==> config.mk <==
export PLATFORM = sky130hd
export DESIGN_NAME = pgm_fifo_fwft_rd
export DESIGN_NICKNAME = d
export VERILOG_FILES = /design/src/rtl/pgm_fifo_pkg.sv /design/src/rtl/pgm_fifo_fwft_buf.sv /design/src/rtl/pgm_fifo_fwft_rd.sv
export SDC_FILE = /design/constraint.sdc
export NUM_CORES = 1
export LEC_CHECK = 0
export ABC_AREA = 1
export BUFFER_PORTS_ARGS = -buffer_cell sky130_fd_sc_hd__buf_2
export CAP_MARGIN = 40
export CORE_ASPECT_RATIO = 1.4
export CORE_MARGIN = 2
export CORE_UTILIZATION = 55
export DETAILED_ROUTE_END_ITERATION = 7
export PLACE_DENSITY_LB_ADDON = 0.15
export SYNTH_ARGS = -nofsm -noshare
export SYNTH_HDL_FRONTEND = slang
export SYNTH_SLANG_ARGS = --single-unit
==> constraint.sdc <==
create_clock -name rclk -period 3.3 [get_ports rclk]
set_input_delay 0.495 -clock rclk [delete_from_list [all_inputs] [get_ports rclk]]
set_output_delay 0.495 -clock rclk [all_outputs]
set_load 0.1 [all_outputs]
==> src/rtl/pgm_fifo_pkg.sv <==
// Shared sizing helpers for the FWFT read stage: buffer depth, pointer width
// and the legal RAM latency set.
package pgm_fifo_pkg;

  // One buffer slot per word that can be in flight, plus the head slot.
  function automatic int buf_depth(input int ram_latency);
    return ram_latency + 1;
  endfunction

  function automatic int ptr_w(input int depth);
    return (depth > 1) ? $clog2(depth) : 1;
  endfunction

  function automatic bit lat_legal(input int ram_latency);
    return (ram_latency == 1) || (ram_latency == 2);
  endfunction

endpackage

==> src/rtl/pgm_fifo_fwft_buf.sv <==
// Small circular buffer that catches RAM read data and presents the head word
// as a first-word-fall-through output.
module pgm_fifo_fwft_buf
  import pgm_fifo_pkg::*;
#(
  parameter int DATA_W = 8,
  parameter int DEPTH  = 2,
  parameter int PTR_W  = 1,
  parameter int CNT_W  = 2
) (
  input  logic              clk,
  input  logic              rst,
  input  logic              wr_en,
  input  logic [DATA_W-1:0] wr_data,
  input  logic              pop,
  output logic [CNT_W-1:0]  count,
  output logic              valid,
  output logic [DATA_W-1:0] head
);

  logic [DATA_W-1:0] mem [DEPTH];
  logic [PTR_W-1:0]  wr_ptr, rd_ptr;
  logic              pop_ok;

  assign valid  = (count != '0);
  assign pop_ok = pop & valid;
  assign head   = mem[rd_ptr];

  always_ff @(posedge clk) begin
    if (rst) begin
      wr_ptr <= '0;
      rd_ptr <= '0;
      count  <= '0;
      for (int i = 0; i < DEPTH; i++) mem[i] <= '0;
    end else begin
      if (wr_en) begin
        mem[wr_ptr] <= wr_data;
        wr_ptr      <= (wr_ptr == PTR_W'(DEPTH - 1)) ? '0 : wr_ptr + 1'b1;
      end
      if (pop_ok)
        rd_ptr <= (rd_ptr == PTR_W'(DEPTH - 1)) ? '0 : rd_ptr + 1'b1;
      count <= count + CNT_W'(wr_en) - CNT_W'(pop_ok);
    end
  end

  // The credit rule upstream guarantees this; a violation means lost data.
  a_no_overflow: assert property (@(posedge clk) disable iff (rst) count <= CNT_W'(DEPTH))
    else $error("fwft buffer overflow: count=%0d", count);

endmodule

==> src/rtl/pgm_fifo_fwft_rd.sv <==
// FIFO read-side adapter: turns the controller's r_en / registered-RAM read
// port into a valid/ready stream, with combined occupancy reporting.
module pgm_fifo_fwft_rd
  import pgm_fifo_pkg::*;
#(
  parameter int c_DATA_WIDTH       = 8,
  parameter int c_RAM_LATENCY      = 1,
  parameter int c_RD_DEPTH_WIDTH   = 9,
  parameter int c_ALMOST_EMPTY_NUM = 4
) (
  input  logic                        rclk,
  input  logic                        rrst,
  input  logic                        fifo_rempty,
  output logic                        fifo_r_en,
  input  logic [c_DATA_WIDTH-1:0]     fifo_rdata,
  input  logic [c_RD_DEPTH_WIDTH:0]   fifo_rd_water_level,
  output logic [c_DATA_WIDTH-1:0]     m_tdata,
  output logic                        m_tvalid,
  input  logic                        m_tready,
  output logic [c_RD_DEPTH_WIDTH+1:0] m_level,
  output logic                        m_almost_empty
);

  localparam int  BUF_DEPTH = buf_depth(c_RAM_LATENCY);
  localparam int  PTR_W     = ptr_w(BUF_DEPTH);
  localparam int  CNT_W     = PTR_W + 1;
  localparam int  LVL_W     = c_RD_DEPTH_WIDTH + 2;
  localparam bit  LAT_OK    = lat_legal(c_RAM_LATENCY);

  logic [c_RAM_LATENCY-1:0] issue;
  logic [CNT_W-1:0]         inflight, stored;
  logic [CNT_W:0]           credit_used;
  logic                     pop, capture;

  assign pop     = m_tvalid & m_tready;
  assign capture = issue[c_RAM_LATENCY-1];

  always_comb begin
    inflight = '0;
    for (int i = 0; i < c_RAM_LATENCY; i++) inflight = inflight + CNT_W'(issue[i]);
  end

  // A pop frees a slot this same cycle, so a full buffer can still issue and
  // sustain one word per clock. Reads into an empty controller are dropped by
  // it, so they must never be counted as credits.
  assign credit_used = {1'b0, inflight} + {1'b0, stored};
  assign fifo_r_en   = !fifo_rempty & ((credit_used < (CNT_W+1)'(BUF_DEPTH)) | pop);

  always_ff @(posedge rclk) begin
    if (rrst) begin
      issue <= '0;
    end else begin
      issue[0] <= fifo_r_en;
      for (int i = 1; i < c_RAM_LATENCY; i++) issue[i] <= issue[i-1];
    end
  end

  pgm_fifo_fwft_buf #(
    .DATA_W (c_DATA_WIDTH),
    .DEPTH  (BUF_DEPTH),
    .PTR_W  (PTR_W),
    .CNT_W  (CNT_W)
  ) u_buf (
    .clk     (rclk),
    .rst     (rrst),
    .wr_en   (capture),
    .wr_data (fifo_rdata),
    .pop     (pop),
    .count   (stored),
    .valid   (m_tvalid),
    .head    (m_tdata)
  );

  always_ff @(posedge rclk) begin
    if (rrst) m_level <= '0;
    else      m_level <= LVL_W'(fifo_rd_water_level) + LVL_W'(inflight) + LVL_W'(stored);
  end

  assign m_almost_empty = (m_level <= LVL_W'(c_ALMOST_EMPTY_NUM));

  a_lat_legal: assert property (@(posedge rclk) LAT_OK)
    else $error("c_RAM_LATENCY=%0d unsupported", c_RAM_LATENCY);

endmodule
==> results.md, run 1 <==
* Clock power frac at between 15 and 20%
* Number of synthesized flops with an enable pin at 16
* Port Buf Inserts at between 40 and 50
* H-tree levels at 2
* Max rail drop VDD at around 0.00088 V
* Fmax at about 0.5 GHz
* Final Cell Area at about 1900 um2
* P_leak at roughly 0.91 nW
* Vias at 1205
* DRC Markers at 0
* Netlist cell types at 25
* Crit Path Class: flip-flop to output pin
* Critical Path RT at roughly 2.8 ns
* Startpoint types: flip-flop
* Syn avg cell area at 9.380 um2
* Period minus WS final at 2.023 ns
* Power share of the sequential group at a little over a third
* Wire length per cell at 11.24 um
* Status: completed
* Net Count, Synth at 192
* Final setup fails at 0
* Largest net degree at the start of global routing at 15
* Effective utilization at floorplan at between 50 and 60%
* Hold_buf cts at 0
* Yosys warns at 0
* TritonCTS Sinks at 33
* DP Wirelength at about 2300 um
* Crit path arrival time at approximately 1.5 ns
* Tot GR Track Use at about a fifth
* Fin cells at 250
* # diodes at 0
* Clock buffer depth at 2
* Ys async rst share at 0%
* Global route total overflow at 0
* Hold path cells at 3
* Routability cong. at about 0.81
* Cell taking the most area after synthesis: edfxtp_1
* Nets at 240
* Via/cell ratio at 4.820
* Top post-synthesis cells by area: edfxtp_1 (31%), dfxtp_1 (22%), nor2_1 (7.8%), inv_1 (6.1%), mux2_2 (5.8%)
* Int Power at 0.0007442 W
* Post-CTS Resized at 0
* Pwr/cell area at ~800 nW/um2
* Vias in the first global route at 1144
* Post-route ant nets at 0
* Worst-path fanout max at 8
* Post-synth top area share at a little under a third
* Core area at ~2600 um2
* Worst hold path type: input pin to flip-flop
* Final Cycle Share at between 60% and 70%
* Sequential Area at between 800 and 900 um2
* Initial DRC Count at 30
* Sequential fraction of the synthesis area at 53.03%
* R2R cell count at 7
* Post-route setup TNS at 0 ns
* Register bit total from synthesis at 33
* Fin. Hold Viols at 0
* CTS Buf Count at 5
* Worst slew margin at roughly two thirds
* Switching pwr at roughly 0.00074 W
* Area occupied by multi-input gates at 605.6 um2
* Count leader, synth: nor2_1
* Dpl ws at between 1 and 1.5 ns
* Clk slew on worst S/H paths at around 0.09 ns
* Unrepaired setup endpoints after global routing: no
* First drt pass iteration count at 4
* Area grow syn2layout at 19.56%
* Total Power at 0.001489 W
* Crit. End Element: output pin
* Die height at approximately 67 um
* DRT Wirelength at 2809 um
* Post-CTS setup buffers at 0
* Cells after DPL at approximately 240
* Initial antenna violation count at 0
* Fill cell count at 230
* Net Sw Frac at 50.00%
* Max-slew violations at 0
* CTS tree: yes
* Comb pwr share at between 40% and 50%
* Post-synth top flop: dfxtp_1
* Placed instance area at between 1500 and 2000 um2
* Cells after synthesis at roughly 170
* Die footprint at 3260 um2
* Worst Max-Slew Pin Slew at approximately 0.5 ns
* Post-Syn Area at between 1500 and 2000 um2
* Row cnt at 22
* Worst skew pair latency at 0.32 ns
* DIE WIDTH at 48.84 um
* Num ports at between 40 and 50
* Global-route wire length before repair at 4636 um
* Worst setup margin at approximately 1.3 ns
* Share of layout cells above drive strength 1 at about 34%
* Max Cap Viol at 0
* Synth top cells by count: nor2_1 (32), inv_1 (25), nand2_1 (18)
* Clock Skew at 0.003855 ns
* Root Buffer: clkbuf_4
-- cell usage in the layout, fill, tap and decap left out, drive strengths merged --
master	count
inv	28
o21ai	6
fa	2
nor3	3
nand2	22
edfxtp	16
clkbuf	8
nand3	6
xnor2	1
mux2	8
nor2	35
and2	2
dfxtp	17
a21oi	10
nand4	3
buf	43
o21a	1
ha	3
-- state kept, by name (all words and copies together) (netlist names), named ones only --
signal and count:
u_buf.mem 16, m_level 11, u_buf.count 2, capture 1, u_buf.rd_ptr 1, u_buf.wr_ptr 1
-- routing by layer --
layer	GRT usage (%)	wire length (um)
met4	12.86	99
met3	3.587	102
met5	0	0
met1	18.33	1076
met2	38.01	1530
-- area by class of cell --
| cell class | count | area share [%] |
|---|---|---|
| Multi-Input combinational cell | 102 | 32.72 |
| Inverter | 28 | 5.680 |
| Timing Repair Buffer | 43 | 11.63 |
| Tap cell | 36 | 2.434 |
| Sequential cell | 33 | 44.35 |
| Clock buffer | 8 | 3.178 |
-- path summary, 6_finish.rpt --
| check | to | startpoint | slack, ns |
|---|---|---|---|
| setup / recovery | m_tdata[5] | flip-flop | 1.28 |
| hold / removal | m_level[6]$_SDFF_PP0_ | fifo_rd_water_level[6] | 0.44 |
| setup reg to reg | m_level[6]$_SDFF_PP0_ | capture$_SDFF_PP0_ | 1.58 |
| hold reg to reg | flip-flop | u_buf.rd_ptr$_SDFFE_PP0P_ | 0.48 |
-- critical path: stages (launching register included) --
cell and delay, ns:
dfxtp_1 0.53, mux2_2 0.38, buf_2 0.29
-- per-stage QoR --
| stage | hold slack, ns | utilization (%) |
|---|---|---|
| final | 0.4408 | 70.03 |
| after detailed placement | 0.4646 | 67.80 |
| after CTS | 0.4299 | 70.03 |
| after global placement | 0.4568 | 67.80 |
| after global routing | 0.4343 | 70.03 |
| after floorplan | 0.4474 | - |
-- cells by family after synthesis --
family | count (synthesis) | synth area share [%]
AO/OA/AOI/OAI | 17 | 5.902
XOR/XNOR | 1 | 0.5660
buffers and inverters | 30 | 7.841
adder cells (fa/ha/maj) | 5 | 5.012
flip-flops | 33 | 53.03
multiplexers | 8 | 5.821
AND/OR/NAND/NOR | 71 | 21.83
-- power by group through the flow --
stage / clock, W / sequential (W) / combinational [W]
after floorplan: 0 / 0.000659 / 0.000508
after global placement: 0 / 0.000540 / 0.000728
after detailed placement: 0 / 0.000542 / 0.000735
after CTS: 0.000231 / 0.000533 / 0.000738
after global routing: 0.000244 / 0.000538 / 0.000786
final: 0.000224 / 0.000531 / 0.000733
(Power assumes the default switching activity.)
==> run 2: changes to the inputs <==
--- a/config.mk
+++ b/config.mk
@@ -10,7 +10,7 @@
 export CAP_MARGIN = 40
 export CORE_ASPECT_RATIO = 1.4
 export CORE_MARGIN = 2
-export CORE_UTILIZATION = 55
+export CORE_UTILIZATION = 51
 export DETAILED_ROUTE_END_ITERATION = 7
 export PLACE_DENSITY_LB_ADDON = 0.15
 export SYNTH_ARGS = -nofsm -noshare
==> constraint.sdc (replaced) <==
create_clock -name rclk -period 2.1 [get_ports rclk]
set_input_delay 0.315 -clock rclk [delete_from_list [all_inputs] [get_ports rclk]]
set_output_delay 0.315 -clock rclk [all_outputs]
set_load 0.1 [all_outputs]
==> results.md, run 2 (synthesis results as in run 1) <==
* Cell Chain, Critical Path: inv_1, o21ai_0, a21oi_4, buf_2 (was mux2_2, buf_2)
* Fill cell count at 268 (was 230)
* Crit path arrival time at 1.52 ns (was 1.53 ns)
* Share of layout cells above drive strength 1 at 34.58% (was 33.64%)
* Port Buf Inserts at 43 (unchanged)
* Via/cell ratio at 4.884 (was 4.820)
* Area grow syn2layout at 21.91% (was 19.56%)
* Global route total overflow at 0 (unchanged)
* Critical Path RT at 1.78 ns (was 2.80 ns)
* Worst-path fanout max at 4 (was 8)
* Largest net degree at the start of global routing at 15 (unchanged)
* Post-CTS Resized at 0 (unchanged)
* Die height at 69.18 um (was 66.77 um)
* Routability cong. at 0.8302 (was 0.8058)
* Max rail drop VDD at 0.0009638 V (was 0.0008807 V)
* Row cnt at 23 (was 22)
* Global-route wire length before repair at 5078 um (was 4636 um)
* Worst Max-Slew Pin Slew at 0.4983 ns (was 0.4885 ns)
* CTS tree: yes (unchanged)
* Worst hold path type: input pin to flip-flop (unchanged)
* Crit. End Element: output pin (unchanged)
* Worst skew pair latency at 0.28 ns (was 0.32 ns)
* Max Cap Viol at 0 (unchanged)
* Clock buffer depth at 2 (unchanged)
* Final setup fails at 0 (unchanged)
* Initial DRC Count at 29 (was 30)
* Vias at 1226 (was 1205)
* Post-route ant nets at 0 (unchanged)
* Root Buffer: clkbuf_8 (was clkbuf_4)
* Crit Path Class: flip-flop to output pin (unchanged)
* First drt pass iteration count at 4 (unchanged)
* Fmax at between 0.5 and 0.6 GHz
* Commonest non-fill, non-tap cell in the layout: buf_2 (unchanged)
* Initial antenna violation count at 0 (unchanged)
* Core area at 2878 um2 (was 2643 um2)
* Clk slew on worst S/H paths at 0.06 ns (was 0.09 ns)
* Post-route setup TNS at 0 ns (unchanged)
* Vias in the first global route at 1275 (was 1144)
* Wire length per cell at 11.35 um (was 11.24 um)
* H-tree levels at 2 (unchanged)
* Most flops, register: u_buf.mem (unchanged)
* Final Util at 65.57% (was 70.03%)
* CTS Buf Count at 5 (unchanged)
* Hold_buf cts at 0 (unchanged)
* TritonCTS Sinks at 33 (unchanged)
* # diodes at 0 (unchanged)
* Clock Skew at 0.003079 ns (was 0.003855 ns)
* Effective utilization at floorplan at 53.78% (was 58.57%)
* Post-CTS setup buffers at 0 (unchanged)
* Slowest CP cell: dfxtp_1 (unchanged)
* Worst stage delay on the critical path at 0.42 ns (was 0.53 ns)
* Final Cycle Share at between 80% and 90%
* Largest register FFs at 16 (unchanged)
* DRC Markers at 0 (unchanged)
* P_leak at 0.9236 nW (was 0.9121 nW)
* Pwr/cell area at 1299 nW/um2 (was 804.4 nW/um2)
* DP Wirelength at 2339 um (was 2268 um)
* Status: completed (unchanged)
* Top Registers: u_buf.mem: 16 flops, m_level: 11 flops, u_buf.count: 2 flops (unchanged)
* Num ports at 44 (unchanged)
* Fin. Hold Viols at 0 (unchanged)
* Commonest cells after routing, fill and taps aside: buf_2 (43), nor2_1 (31), inv_1 (25) (was buf_2 (43), nor2_1 (32), inv_1 (25))
* Worst-case hold slack at 0.2999 ns (was 0.4408 ns)
* Tot GR Track Use at 19.28% (was 19.50%)
* Period minus WS final at roughly 1.8 ns
* DRT Wirelength at 2850 um (was 2809 um)
* DIE WIDTH at 50.56 um (was 48.84 um)
* Worst slew margin at 67.01% (was 67.65%)
* Unrepaired setup endpoints after global routing: no (unchanged)
* Max-slew violations at 0 (unchanged)
* Nets at 240 (unchanged)
* Die footprint at 3498 um2 (was 3260 um2)
* Startpoint types: flip-flop (unchanged)
-- run 2: cell types whose count changed in the layout (fill, tap and decap cells not counted), sizes merged --
cell	change
clkbuf	-3
clkinv	+3
-- run 2: where the power goes --
group	total, W	switching (W)	internal [W]
sequential	0.000835	0.0000626	0.000773
combinational	0.00119	0.000942	0.000244
clock	0.000428	0.000206	0.000222
-- run 2: metrics by stage --
step / area (um2) / std cells / setup slack, ns / power [W]
2_1_floorplan: 1560 / 165 / 0.02438 / 0.001851
3_3_place_gp: 1805 / 243 / 0.4582 / 0.002017
3_5_place_dp: 1805 / 243 / 0.3868 / 0.002041
4_1_cts: 1887 / 251 / 0.2562 / 0.002473
5_1_grt: 1887 / 251 / 0.2005 / 0.002578
6_report: 1887 / 251 / 0.2688 / 0.002451
-- run 2: final timing paths --
kind,startpoint,end,slack [ns],cells after the start
worst min-delay path,rrst,m_level[1]$_SDFF_PP0_,0.30,2
worst min register to register,u_buf.rd_ptr$_SDFFE_PP0P_,u_buf.rd_ptr$_SDFFE_PP0P_,0.49,2
worst max register to register,capture$_SDFF_PP0_,m_level[6]$_SDFF_PP0_,0.39,7
worst max-delay path,capture$_SDFF_PP0_,fifo_r_en,0.27,4
-- run 2: cell type report --
type	instances	area [um2]	area share [%]
Inverter	28	105.1	5.570
Sequential cell	33	820.8	43.50
Multi-Input combinational cell	102	618.1	32.76
Clock inverter	3	12.51	0.6631
Clock buffer	5	68.82	3.647
Timing Repair Buffer	43	215.2	11.41
Tap cell	37	46.29	2.454
-- run 2: routing by layer --
layer,GRT usage [%],wire length (um),vias up
met4,11.41,88,0
li1,-,-,625
met3,4.095,143,8
met2,37.28,1630,35
met1,17.15,988,558
met5,0,0,-
-- run 2: critical path, delay by kind of cell, from the launching register on --
kind,cells,cell delay (ns)
buf+inv,2,0.40
flops,1,0.42
compound gates,2,0.41
